<file path="src/rtl/k12a_spi_pkg.sv">
// Shared types and constants for the k12a SPI master.
package k12a_spi_pkg;

  typedef enum logic [2:0] {
    IDLE  = 3'd0,
    SETUP = 3'd1,
    XFER  = 3'd2,
    HOLD  = 3'd3,
    DONE  = 3'd4
  } spi_state_t;

  localparam logic [1:0] SPI_MODE0 = 2'b00;
  localparam logic [1:0] SPI_MODE1 = 2'b01;
  localparam logic [1:0] SPI_MODE2 = 2'b10;
  localparam logic [1:0] SPI_MODE3 = 2'b11;

  // mode is packed as {CPOL, CPHA}
  localparam int CPOL_BIT = 1;
  localparam int CPHA_BIT = 0;

endpackage

</file>
<file path="src/rtl/k12a_spi_clkgen.sv">
// SCK half-period timer: emits a one-cycle tick every div+1 enabled cycles
// and tracks whether the next SCK edge is a leading or trailing one.
module k12a_spi_clkgen
  import k12a_spi_pkg::*;
#(
  parameter int DIV_WIDTH = 8
) (
  input  logic                 cpu_clock,
  input  logic                 reset,
  input  logic                 en,
  input  logic                 sck_en,
  input  logic [DIV_WIDTH-1:0] div,
  output logic                 tick,
  output logic                 lead
);

  logic [DIV_WIDTH-1:0] cnt;
  logic                 phase;

  assign tick = en && (cnt == div);
  assign lead = ~phase;

  // Half-period counter, parked at zero whenever no transfer is running.
  always_ff @(posedge cpu_clock or posedge reset) begin
    if (reset)
      cnt <= '0;
    else if (!en || (cnt == div))
      cnt <= '0;
    else
      cnt <= cnt + 1'b1;
  end

  // Edge phase: the first tick of the SCK train is always a leading edge.
  always_ff @(posedge cpu_clock or posedge reset) begin
    if (reset)
      phase <= 1'b0;
    else if (!sck_en)
      phase <= 1'b0;
    else if (tick)
      phase <= ~phase;
  end

endmodule

</file>
<file path="src/rtl/k12a_spi_master.sv">
// k12a SPI master: sequencing FSM, edge counter, shift registers, CS decode.
//
// state | meaning
// IDLE  | waiting for start, outputs hold last values
// SETUP | CS asserted, SCK at CPOL, one half-period before the first edge
// XFER  | SCK toggles on every tick, 2*WIDTH edges
// HOLD  | SCK back at CPOL, CS still asserted for one half-period
// DONE  | CS released, rx_data loaded, done pulse; may accept a new start
module k12a_spi_master
  import k12a_spi_pkg::*;
#(
  parameter int WIDTH     = 8,
  parameter int NUM_CS    = 1,
  parameter int DIV_WIDTH = 8
) (
  input  logic                 cpu_clock,
  input  logic                 reset,
  input  logic                 start,
  input  logic [WIDTH-1:0]     tx_data,
  input  logic [2:0]           cs_sel,
  input  logic [1:0]           mode,
  input  logic                 lsb_first,
  input  logic [DIV_WIDTH-1:0] clk_div,
  output logic                 busy,
  output logic                 done,
  output logic [WIDTH-1:0]     rx_data,
  output logic                 spi_sck,
  output logic                 spi_mosi,
  input  logic                 spi_miso,
  output logic [NUM_CS-1:0]    spi_cs_n
);

  localparam logic [2:0] S_IDLE  = IDLE;
  localparam logic [2:0] S_SETUP = SETUP;
  localparam logic [2:0] S_XFER  = XFER;
  localparam logic [2:0] S_HOLD  = HOLD;
  localparam logic [2:0] S_DONE  = DONE;

  localparam int EW = $clog2(2*WIDTH+1);
  localparam logic [EW-1:0] LAST_EDGE = EW'(2*WIDTH-1);

  logic [2:0]           state, state_nxt;
  logic [1:0]           mode_q;
  logic                 lsb_q;
  logic [2:0]           cs_q;
  logic [DIV_WIDTH-1:0] div_q;
  logic [EW-1:0]        edge_cnt;
  logic [WIDTH-1:0]     tx_sh, rx_sh;
  logic                 tick, lead, accept, clk_en, sck_en, active_nxt;
  logic [2:0]           cs_idx_nxt;
  logic [NUM_CS-1:0]    cs_n_nxt;

  function automatic logic out_bit(input logic [WIDTH-1:0] v, input logic lsb);
    return lsb ? v[0] : v[WIDTH-1];
  endfunction

  function automatic logic [WIDTH-1:0] shift_out(input logic [WIDTH-1:0] v, input logic lsb);
    return lsb ? (v >> 1) : (v << 1);
  endfunction

  assign accept     = start && ((state == S_IDLE) || (state == S_DONE));
  assign clk_en     = (state == S_SETUP) || (state == S_XFER) || (state == S_HOLD);
  assign sck_en     = (state == S_XFER);
  assign active_nxt = (state_nxt == S_SETUP) || (state_nxt == S_XFER) || (state_nxt == S_HOLD);
  assign cs_idx_nxt = accept ? cs_sel : cs_q;

  k12a_spi_clkgen #(.DIV_WIDTH(DIV_WIDTH)) u_clkgen (
    .cpu_clock (cpu_clock),
    .reset     (reset),
    .en        (clk_en),
    .sck_en    (sck_en),
    .div       (div_q),
    .tick      (tick),
    .lead      (lead)
  );

  // Next-state sequencing; DONE can chain straight into SETUP.
  always_comb begin
    state_nxt = state;
    case (state)
      S_IDLE:  if (start) state_nxt = S_SETUP;
      S_SETUP: if (tick) state_nxt = S_XFER;
      S_XFER:  if (tick && (edge_cnt == LAST_EDGE)) state_nxt = S_HOLD;
      S_HOLD:  if (tick) state_nxt = S_DONE;
      S_DONE:  state_nxt = start ? S_SETUP : S_IDLE;
      default: state_nxt = S_IDLE;
    endcase
  end

  // Chip-select decode; an out-of-range index leaves every select high.
  always_comb begin
    cs_n_nxt = '1;
    for (int i = 0; i < NUM_CS; i++) begin
      if (active_nxt && (cs_idx_nxt == 3'(i)))
        cs_n_nxt[i] = 1'b0;
    end
  end

  // Registered state, configuration, shifting and all outputs.
  always_ff @(posedge cpu_clock or posedge reset) begin
    if (reset) begin
      state    <= S_IDLE;
      mode_q   <= SPI_MODE0;
      lsb_q    <= 1'b0;
      cs_q     <= '0;
      div_q    <= '0;
      edge_cnt <= '0;
      tx_sh    <= '0;
      rx_sh    <= '0;
      rx_data  <= '0;
      busy     <= 1'b0;
      done     <= 1'b0;
      spi_sck  <= 1'b0;
      spi_mosi <= 1'b0;
      spi_cs_n <= '1;
    end else begin
      state    <= state_nxt;
      busy     <= active_nxt;
      done     <= (state_nxt == S_DONE);
      spi_cs_n <= cs_n_nxt;
      if (accept) begin
        mode_q   <= mode;
        lsb_q    <= lsb_first;
        cs_q     <= cs_sel;
        div_q    <= clk_div;
        edge_cnt <= '0;
        rx_sh    <= '0;
        spi_sck  <= mode[CPOL_BIT];
        // CPHA=0 slaves sample on the first edge, so bit 0 must already be out.
        if (!mode[CPHA_BIT]) begin
          spi_mosi <= out_bit(tx_data, lsb_first);
          tx_sh    <= shift_out(tx_data, lsb_first);
        end else begin
          tx_sh    <= tx_data;
        end
      end else if (sck_en && tick) begin
        edge_cnt <= edge_cnt + 1'b1;
        spi_sck  <= ~spi_sck;
        if (lead != mode_q[CPHA_BIT]) begin
          rx_sh <= lsb_q ? {spi_miso, rx_sh[WIDTH-1:1]} : {rx_sh[WIDTH-2:0], spi_miso};
        end else if (edge_cnt != LAST_EDGE) begin
          // The final CPHA=0 trailing edge has no bit left; MOSI keeps the last one.
          spi_mosi <= out_bit(tx_sh, lsb_q);
          tx_sh    <= shift_out(tx_sh, lsb_q);
        end
      end
      if ((state == S_HOLD) && tick)
        rx_data <= rx_sh;
    end
  end

endmodule

</file>
<file path="config.mk">
export PLATFORM = sky130hd
export DESIGN_NAME = k12a_spi_master
export DESIGN_NICKNAME = d
export VERILOG_FILES = /design/src/rtl/k12a_spi_pkg.sv /design/src/rtl/k12a_spi_clkgen.sv /design/src/rtl/k12a_spi_master.sv
export SDC_FILE = /design/constraint.sdc
export NUM_CORES = 1
export LEC_CHECK = 0
export CAP_MARGIN = 20
export CORE_ASPECT_RATIO = 0.5
export CORE_MARGIN = 4
export CORE_UTILIZATION = 56
export DETAILED_ROUTE_END_ITERATION = 10
export GPL_ROUTABILITY_DRIVEN = 0
export PLACE_DENSITY = 0.8
export SLEW_MARGIN = 20
export SYNTH_ARGS = -nofsm -noshare
export SYNTH_HDL_FRONTEND = slang
export SYNTH_SLANG_ARGS = --single-unit
</file>
<file path="constraint.sdc">
create_clock -name cpu_clock -period 3.2 [get_ports cpu_clock]
set_clock_uncertainty 0.15 [all_clocks]
set_input_delay 0.96 -clock cpu_clock [delete_from_list [all_inputs] [get_ports cpu_clock]]
set_output_delay 0.96 -clock cpu_clock [all_outputs]
set_load 0.05 [all_outputs]
</file>
# Word-level counts from Yosys, hierarchy flattened
# Cells that the tools add are included.
classes:
  n_reduce_logical: 21
  addsub: 2
  n_bitwise: 2
  muxes: 33
  n_eq_ne: 15
op_table:
  columns: ["cell", "n"]
  rows:
  - ["2-to-1 mux 8 bit", 12]
  - ["2-to-1 mux 3 bit", 5]
  - ["case mux 3 bit (5 select lines)", 1]
  - ["2-to-1 mux 1 bit", 13]
  - ["== test 3 x 2 -> 1 bit (second input constant)", 4]
  - ["2-to-1 mux 5 bit", 2]
  - ["adder 8 x 1 -> 8 bit (second input constant)", 1]
  - ["== test 8 bit", 1]
  - ["== test 3 x 1 -> 1 bit (second input constant)", 2]
  - ["== test 3 bit (second input constant)", 2]
  - ["logical AND 1 bit", 6]
  - ["logical NOT 3 bit", 2]
  - ["logical OR 1 bit", 6]
  - ["inequality test 2 bit (second input constant)", 3]
  - ["nonzero test 2 bit", 3]
  - ["adder 5 x 1 -> 5 bit (second input constant)", 1]
  - ["== test 5 x 4 -> 1 bit (second input constant)", 1]
  - ["inequality test 5 x 4 -> 1 bit (second input constant)", 1]
  - ["AND reduction 4 bit", 1]
  - ["AND reduction 3 bit", 1]
  - ["NOT 1 bit", 2]
  - ["AND reduction 2 bit", 1]
  - ["logical NOT 1 bit", 1]
  - ["inequality test 1 bit", 1]
totals:
  input_bits: 26
  wordCells: 89
  output_inout_bits: 13
  reg_bits: 59

# Longest topological paths before layout
# Gate-level depths: netlist (run 1).
depth:
  ltp_word: 12
  mapped_depth: 8
  ltp_nobuf: 7

# Hierarchy
# A second synthesis (run 1) with hierarchy kept.
hier_totals:
  hier_cells: 286
  hier_area_um2: 3005.4
by_module_without_submodules:
  columns: ["module", "cells_per_inst", "area_each_um2", "seq_area_each_um2", "instances"]
  rows:
  - ["k12a_spi_master", 236, 2512.4, 1252.5, 1]
  - ["k12a_spi_clkgen", 50, 493.0, 225.2, 1]

# Worst setup path after synthesis (run 1)
# OpenSTA, ideal clock, no wires.
synth_path:
  path_type: "register -> register"
  start: "register edge_cnt[0]"
  end: "register tx_sh[0]"
  t_arrival_ns: 2.133
  required_time_ns: 2.968
  path_slack_ns: 0.835
  stages_incl_launch_ff: 8
  setup_time_ns: 0.082
  period_less_slack_ns: 2.365
  n_path_buf: 0
  cell_sequence: "dfrtp_1 > ha_1 > and3_1 > ha_1 > nor4b_2 > nand4_2 > or4_1 > a31oi_1"
synth_via:
  elab_chain_cells: 3
synth_lines:
  columns: ["item", "line", "rtl"]
  rows:
  - ["start: declaration", "k12a_spi_master.sv:47", "logic [EW-1:0] edge_cnt;"]
  - ["start signal: assignment", "k12a_spi_master.sv:137", "edge_cnt <= edge_cnt + 1'b1;"]
  - ["inequality test 5 x 4 -> 1 bit", "k12a_spi_master.sv:141", "end else if (edge_cnt != LAST_EDGE) begin"]
  - ["nonzero test 2 bit (no line)", null, null]
  - ["AND reduction 3 bit (no line)", null, null]
  - ["end signal: assignment", "k12a_spi_master.sv:132", "tx_sh <= shift_out(tx_data, lsb_first);"]
  - ["end signal: assignment", "k12a_spi_master.sv:134", "tx_sh <= tx_data;"]
  - ["end signal: assignment", "k12a_spi_master.sv:144", "tx_sh <= shift_out(tx_sh, lsb_q);"]
  - ["end: declaration", "k12a_spi_master.sv:48", "logic [WIDTH-1:0] tx_sh, rx_sh;"]
# Every way passes these cells.
# A chain may end at the register's enable or synchronous reset.

# Final worst setup path (run 1)
layout_path:
  start: "register spi_cs_n"
  end: "output port spi_cs_n"
layout_lines:
  columns: ["item", "line", "rtl"]
  rows:
  - ["start: declaration", "k12a_spi_master.sv:30", "output logic [NUM_CS-1:0] spi_cs_n"]
  - ["start signal: assignment", "k12a_spi_master.sv:120", "spi_cs_n <= cs_n_nxt;"]
# No word-level cell between the ends.

==> summary.md, run 1 <==
| Metric | Value |
|---|---|
| Register area share after synthesis | `44.0%` |
| Largest net degree at the start of global routing | `39` |
| Post-synth EDFFs | `0` |
| Die X | `117 µm` |
| WL/cell | `18.5 µm` |
| Switching power | `1.56 mW` |
| CTS Buf Count | `9` |
| Placed Cells incl. Taps | `418` |
| First-pass GRT wire length | `13.7 mm` |
| Static Leak | `1.73 nW` |
| Hold Worst Slack | `0.341 ns` |
| Layout cells sized above 1 | `15.5%` |
| Synth area leader | `dfrtp_1` |
| Reg2Reg Depth | `7` |
| Syn avg cell area | `10.5 µm²` |
| Initial Utilization | `59.6%` |
| Setup-failing EPs final | `0` |
| Final Cycle Share | `85.6%` |
| Syn_nets | `350` |
| Clock-pin slew on the worst setup and hold paths | `0.05 ns` |
| CP endpoint kind | `output port` |
| Critical path class | `reg -> out` |
| Seq. cell area | `1480 µm²` |
| Run status | `complete, no violations` |
| Hold_buf cts | `0` |
| Die area | `7370 µm²` |
| Crit path DAT | `1.63 ns` |
| Diodes inserted | `0` |
| Reg2reg start | `edge_cnt[0]` |
| Clock power frac | `23.6%` |
| All-Layer GR Usage | `23.1%` |
| Crit path buffers/inverters | `1` |
| Initial antenna violation count | `0` |
| Fin crit period | `2.74 ns` |
| Cell Count, Final, Fillers Out | `434` |
| CTS tree | `done` |
| Clk root buf | `clkbuf_16` |
| Largest buffer count on any clock path | `2` |
| Worst skew pair latency | `0.33 ns` |
| Critical Path Fanout Max | `1` |
| Post-synthesis register bit count | `59` |
| Fill count | `404` |
| CP Launch Type | `flop` |
| Crit path largest cell delay | `0.79 ns` |
| Top cells by area, synth | `dfrtp_1 (43%), mux2i_1 (7.2%), nand2_1 (7.0%), mux2_4 (3.6%), xor2_1 (2.9%)` |
| Hold Violations, Final | `0` |
| Max cap viols | `0` |
| Count of cell types in the netlist | `51` |
| Post-route DRC violation count | `0` |
| Hold Crit Depth | `2` |
| Asr flop ratio synth | `100%` |
| Flop pwr share | `35.2%` |
| CP max-delay cell | `clkdlybuf4s50_1` |
| GR Overflow Total | `0` |
| Pins Over Slew Limit | `0` |
| Multi-input logic area | `1780 µm²` |
| Top_reg_cell synth | `dfrtp_1` |
| Hold Path End | `cs_q[0]` |
| DP Wirelength | `5.40 mm` |
| Cell Area, Synth | `3360 µm²` |
| Core Region | `5630 µm²` |
| Final WS setup | `0.461 ns` |
| CP Data Required Time | `2.09 ns` |
| Vias/cell | `6.10` |
| # resized after CTS | `0` |
| Routed WL | `8.02 mm` |
| Switching share of total power | `41.6%` |
| FP Rows | `19` |
| Placed instance area | `3780 µm²` |
| Combinational power share | `41.2%` |
| Relative slew slack | `29.6%` |
| Clock tree sinks | `59` |
| Top-area cell type share of the netlist area | `43.2%` |
| Worst R2R End | `tx_sh[0]` |
| VDD IR-drop max | `461 µV` |
| Setup repair bufs after CTS | `0` |
| Post-layout util | `72.0%` |
| Reg2reg setup slack | `0.51 ns` |
| Design Area, Final | `4060 µm²` |
| Hold Crit Start | `cs_q[0]` |
| Int Power | `2.19 mW` |
| Synth warn | `0` |
| I/O Buffers | `38` |
| Placement Setup Slack | `0.246 ns` |
| Area Overhead vs Synth | `20.8%` |
| Critical path's top delay family | `buffers and inverters` |
| Syn Inst Count | `321` |
| Drt first pass iters | `4` |
| Die Y | `62.8 µm` |
| Worst-Margin Slew | `1.05 ns` |
| Nets | `385` |
| Crit-path cells | `clkdlybuf4s50_1` |
| Unrepaired setup endpoints after global routing | `no` |
| Detail Route Antenna Nets | `0` |
| Vias post-DR | `2647` |
| Boundary Pins | `39` |
| TNS Setup | `0 ns` |
| Initial DRC count | `215` |
| Pwr Total | `3.75 mW` |
| H-tree depth | `3` |
| PwrDens | `924 nW/µm²` |
| Hold Crit Class | `reg -> reg` |
| Vias in the first global route | `2797` |
| Fmax achieved | `365 MHz` |
-- metal layers --
layer | global-route usage, % | vias to the layer above | wire length, µm
met1 | 28.8 | 1327 | 3530
met4 | 8.61 | 0 | 113
met5 | 0 | - | 0
met3 | 7.05 | 12 | 481
met2 | 38.2 | 71 | 3900
li1 | - | 1237 | -
-- power by group through the flow --
stage	clock, mW	combinational (mW)	sequential (mW)
2_1_floorplan	0	1.08	1.35
3_3_place_gp	0	1.45	1.30
3_5_place_dp	0	1.52	1.31
4_1_cts	0.894	1.53	1.31
5_1_grt	0.932	1.68	1.35
6_report	0.883	1.54	1.32
-- placed cells by master (no fill, tap or decap), types with 9 or more instances in the layout --
master           netlist  routed
nor3_1                12      12
clkdlybuf4s50_1        0      38
mux2i_1               24      24
dfrtp_1               58      58
clkbuf_16              0       9
nand2_1               63      63
nor2_1                10      10
nand3_1                9       9
xor2_1                11      11
-- synthesized netlist by cell type, types with 3 or more instances --
cell type and count:
xnor2_2 5, buf_2 3, dfrtp_1 58, nand4_2 3, mux2_2 8, nand4_1 5
ha_1 3, a211oi_1 5, xnor2_1 4, mux2i_1 24, o31ai_1 8, nor2_1 10
and3_1 4, o21ai_0 8, inv_1 3, clkbuf_1 12, xor2_1 11, a31oi_1 8
nand3_1 9, nand2_1 63, nor4_1 7, nor2b_1 4, a41oi_1 4, nor3_1 12
mux2_4 8
-- cell families (layout without fill, tap and decap cells) --
family	after synthesis	count (layout)	synth area share, %
and+or+nand+nor	133	133	21.7
DFF	59	59	44.0
AOI/OAI and AO/OA	43	43	9.24
muxes	40	40	13.4
xor gates and xnor gates	22	22	7.64
buffers and inverters	21	61	2.91
adders and majority gates	3	3	1.12
-- sequential cells by signal (all words and copies together), names as in the netlist --
signal,cells
u_clkgen.phase,1
busy,1
rx_sh,8
state,3
edge_cnt,5
done,1
spi_mosi,1
rx_data,8
tx_sh,8
div_q,8
mode_q,1
u_clkgen.cnt,8
cs_q,3
spi_cs_n,1
spi_sck,1
lsb_q,1
-- area by class of cell --
type                            instances  area share, %
Clock buffer                           16           6.69
Inverter                                3          0.278
Multi-Input combinational cell        241           43.9
Sequential cell                        59           36.4
Tap cell                               73           2.25
Timing Repair Buffer                   42           10.4
-- worst max path at each step --
| stage | from | to | slack [ns] | cells after the start |
|---|---|---|---|---|
| 6_report | spi_cs_n | spi_cs_n | 0.46 | 1 |
| 5_1_grt | edge_cnt[0] | tx_sh[0] | 0.39 | 7 |
| 4_1_cts | spi_cs_n | spi_cs_n | 0.45 | 1 |
| 3_5_place_dp | start | spi_mosi | 0.25 | 4 |
| 3_3_place_gp | start | spi_sck | 0.33 | 5 |
| 2_1_floorplan | reset | busy | 0.64 | 1 |
(Power assumes the default switching activity.)
==> inputs of run 2 (changes only) <==
- CORE_ASPECT_RATIO: 0.5 -> 0.9
==> run 2 against run 1 <==
Effect of this change:
- critical path type unchanged
- critical endpoint unchanged
- critical path depth unchanged
- wire length is 6.8% lower
- non-clock buffer count increased by 6
==> summary.md, run 2 (same netlist as run 1, synthesis figures left out) <==
| Metric | Value |
|---|---|
| Relative slew slack | `37.6% (was 29.6%)` |
| Fin crit period | `2.77 ns (was 2.74 ns)` |
| Switching power | `1.51 mW (was 1.56 mW)` |
| CP Launch Type | `flop (unchanged)` |
| Pins Over Slew Limit | `0 (unchanged)` |
| Int Power | `1.93 mW (was 2.19 mW)` |
| Setup repair bufs after CTS | `0 (unchanged)` |
| Clock-pin slew on the worst setup and hold paths | `0.07 ns (was 0.05 ns)` |
| PwrDens | `863 nW/µm² (was 924 nW/µm²)` |
| CTS Buf Count | `9 (unchanged)` |
| Hold_buf cts | `0 (unchanged)` |
| # resized after CTS | `0 (unchanged)` |
| Vias post-DR | `2599 (was 2647)` |
| VDD IR-drop max | `504 µV (was 461 µV)` |
| Crit-path cells | `clkdlybuf4s50_1 (unchanged)` |
| Layout cells sized above 1 | `18.0% (was 15.5%)` |
| Hold Crit Class | `reg -> reg (unchanged)` |
| Cell Count, Final, Fillers Out | `437 (was 434)` |
| Final Cycle Share | `86.6% (was 85.6%)` |
| Run status | `complete, no violations (unchanged)` |
| Critical path's top delay family | `buffers and inverters (unchanged)` |
| Boundary Pins | `39 (unchanged)` |
| Commonest non-fill, non-tap cell in the layout | `nand2_1 (unchanged)` |
| Die X | `89.6 µm (was 117 µm)` |
| Clk root buf | `clkbuf_8 (was clkbuf_16)` |
| CTS tree | `done (unchanged)` |
| Area Overhead vs Synth | `18.7% (was 20.8%)` |
| Diodes inserted | `0 (unchanged)` |
| Vias/cell | `5.95 (was 6.10)` |
| TNS Setup | `0 ns (unchanged)` |
| FP Rows | `26 (was 19)` |
| Worst-Margin Slew | `0.928 ns (was 1.05 ns)` |
| Die Y | `81.5 µm (was 62.8 µm)` |
| All-Layer GR Usage | `22.8% (was 23.1%)` |
| CP endpoint kind | `output port (unchanged)` |
| DP Wirelength | `5.37 mm (was 5.40 mm)` |
| Vias in the first global route | `2560 (was 2797)` |
| Die area | `7300 µm² (was 7370 µm²)` |
| Unrepaired setup endpoints after global routing | `no (unchanged)` |
| H-tree depth | `3 (unchanged)` |
| Routed WL | `7.47 mm (was 8.02 mm)` |
| Worst skew pair latency | `0.35 ns (was 0.33 ns)` |
| Initial Utilization | `58.3% (was 59.6%)` |
| Hold Violations, Final | `0 (unchanged)` |
| Most frequent cells in the layout | `nand2_1 (63), dfrtp_1 (58), clkdlybuf4s50_1 (38), mux2i_1 (24), nor3_1 (12) (unchanged)` |
| Detail Route Antenna Nets | `0 (unchanged)` |
| Post-route DRC violation count | `0 (unchanged)` |
| Initial antenna violation count | `0 (unchanged)` |
| First-pass GRT wire length | `12.4 mm (was 13.7 mm)` |
| Placed Cells incl. Taps | `421 (was 418)` |
| I/O Buffers | `38 (unchanged)` |
| GR Overflow Total | `0 (unchanged)` |
| Fmax achieved | `361 MHz (was 365 MHz)` |
| Clock power frac | `17.3% (was 23.6%)` |
| Setup-failing EPs final | `0 (unchanged)` |
| Clock tree sinks | `59 (unchanged)` |
| Placement Setup Slack | `0.346 ns (was 0.246 ns)` |
| Combinational power share | `44.4% (was 41.2%)` |
| Crit path largest cell delay | `0.79 ns (about the same)` |
| Critical path class | `reg -> out (unchanged)` |
| Nets | `391 (was 385)` |
| Drt first pass iters | `5 (was 4)` |
| Core Region | `5760 µm² (was 5630 µm²)` |
| CP max-delay cell | `clkdlybuf4s50_1 (unchanged)` |
| Final WS setup | `0.430 ns (was 0.461 ns)` |
| Switching share of total power | `44.0% (was 41.6%)` |
| Crit path buffers/inverters | `1 (unchanged)` |
| Largest net degree at the start of global routing | `24 (was 39)` |
| Max cap viols | `0 (unchanged)` |
| Largest buffer count on any clock path | `2 (unchanged)` |
| Static Leak | `1.71 nW (was 1.73 nW)` |
| Crit path DAT | `1.66 ns (was 1.63 ns)` |
| CP Data Required Time | `2.09 ns (about the same)` |
| Post-layout util | `69.2% (was 72.0%)` |
| Flop pwr share | `38.3% (was 35.2%)` |
| WL/cell | `17.1 µm (was 18.5 µm)` |
| Initial DRC count | `154 (was 215)` |
| Critical Path Fanout Max | `1 (unchanged)` |
run 2: stage by stage:
step / instance area (µm²) / power, mW / hold WS [ns]
after floorplan: 3360 / 2.44 / 0.296
after global placement: 3810 / 2.79 / 0.311
after detailed placement: 3810 / 2.84 / 0.320
after CTS: 3990 / 3.45 / 0.335
after global routing: 3990 / 3.66 / 0.369
final: 3990 / 3.44 / 0.335
run 2: power by group through the flow:
stage	logic [mW]	registers [mW]	clock network, mW
final	1.53	1.32	0.597
after global routing	1.66	1.35	0.639
after CTS	1.53	1.31	0.608
after detailed placement	1.52	1.32	0
after global placement	1.48	1.31	0
after floorplan	1.08	1.35	0
run 2: path summary, 6_finish.rpt:
| path | from | depth (start not counted) | end | slack, ns |
|---|---|---|---|---|
| max | spi_cs_n | 1 | spi_cs_n | 0.43 |
| min | cs_q[2] | 2 | cs_q[2] | 0.34 |
| max reg2reg | edge_cnt[0] | 7 | tx_sh[0] | 0.57 |
| min reg2reg | cs_q[2] | 2 | cs_q[2] | 0.34 |
| max in group asynchronous | reset | 3 | edge_cnt[0] | 1.47 |
| min in group asynchronous | reset | 2 | u_clkgen.cnt[4] | 0.80 |
run 2: layout make-up:
cell class	instances	area (µm²)
Multi-Input combinational cell	241	1780
Fill cell	428	1770
Sequential cell	59	1480
Timing Repair Buffer	48	455
Clock buffer	11	141
Tap cell	70	87.6
Clock inverter	5	30.0
Inverter	3	11.3
run 2: routing by layer:
metal / vias up / global-route usage, % / wire length (µm)
met3: 9 / 6.92 / 522
met5: - / 0 / 0
li1: 1248 / - / -
met1: 1257 / 31.0 / 3410
met2: 85 / 35.2 / 3460
met4: 0 / 6.25 / 85
run 2: worst register-to-register path: stages, from the launching register on:
cell and delay (ns):
dfrtp_1 0.42, ha_1 0.23, and3_1 0.18, ha_1 0.21, nor4b_2 0.37, nand4_2 0.28
or4_1 0.53, a31oi_1 0.18
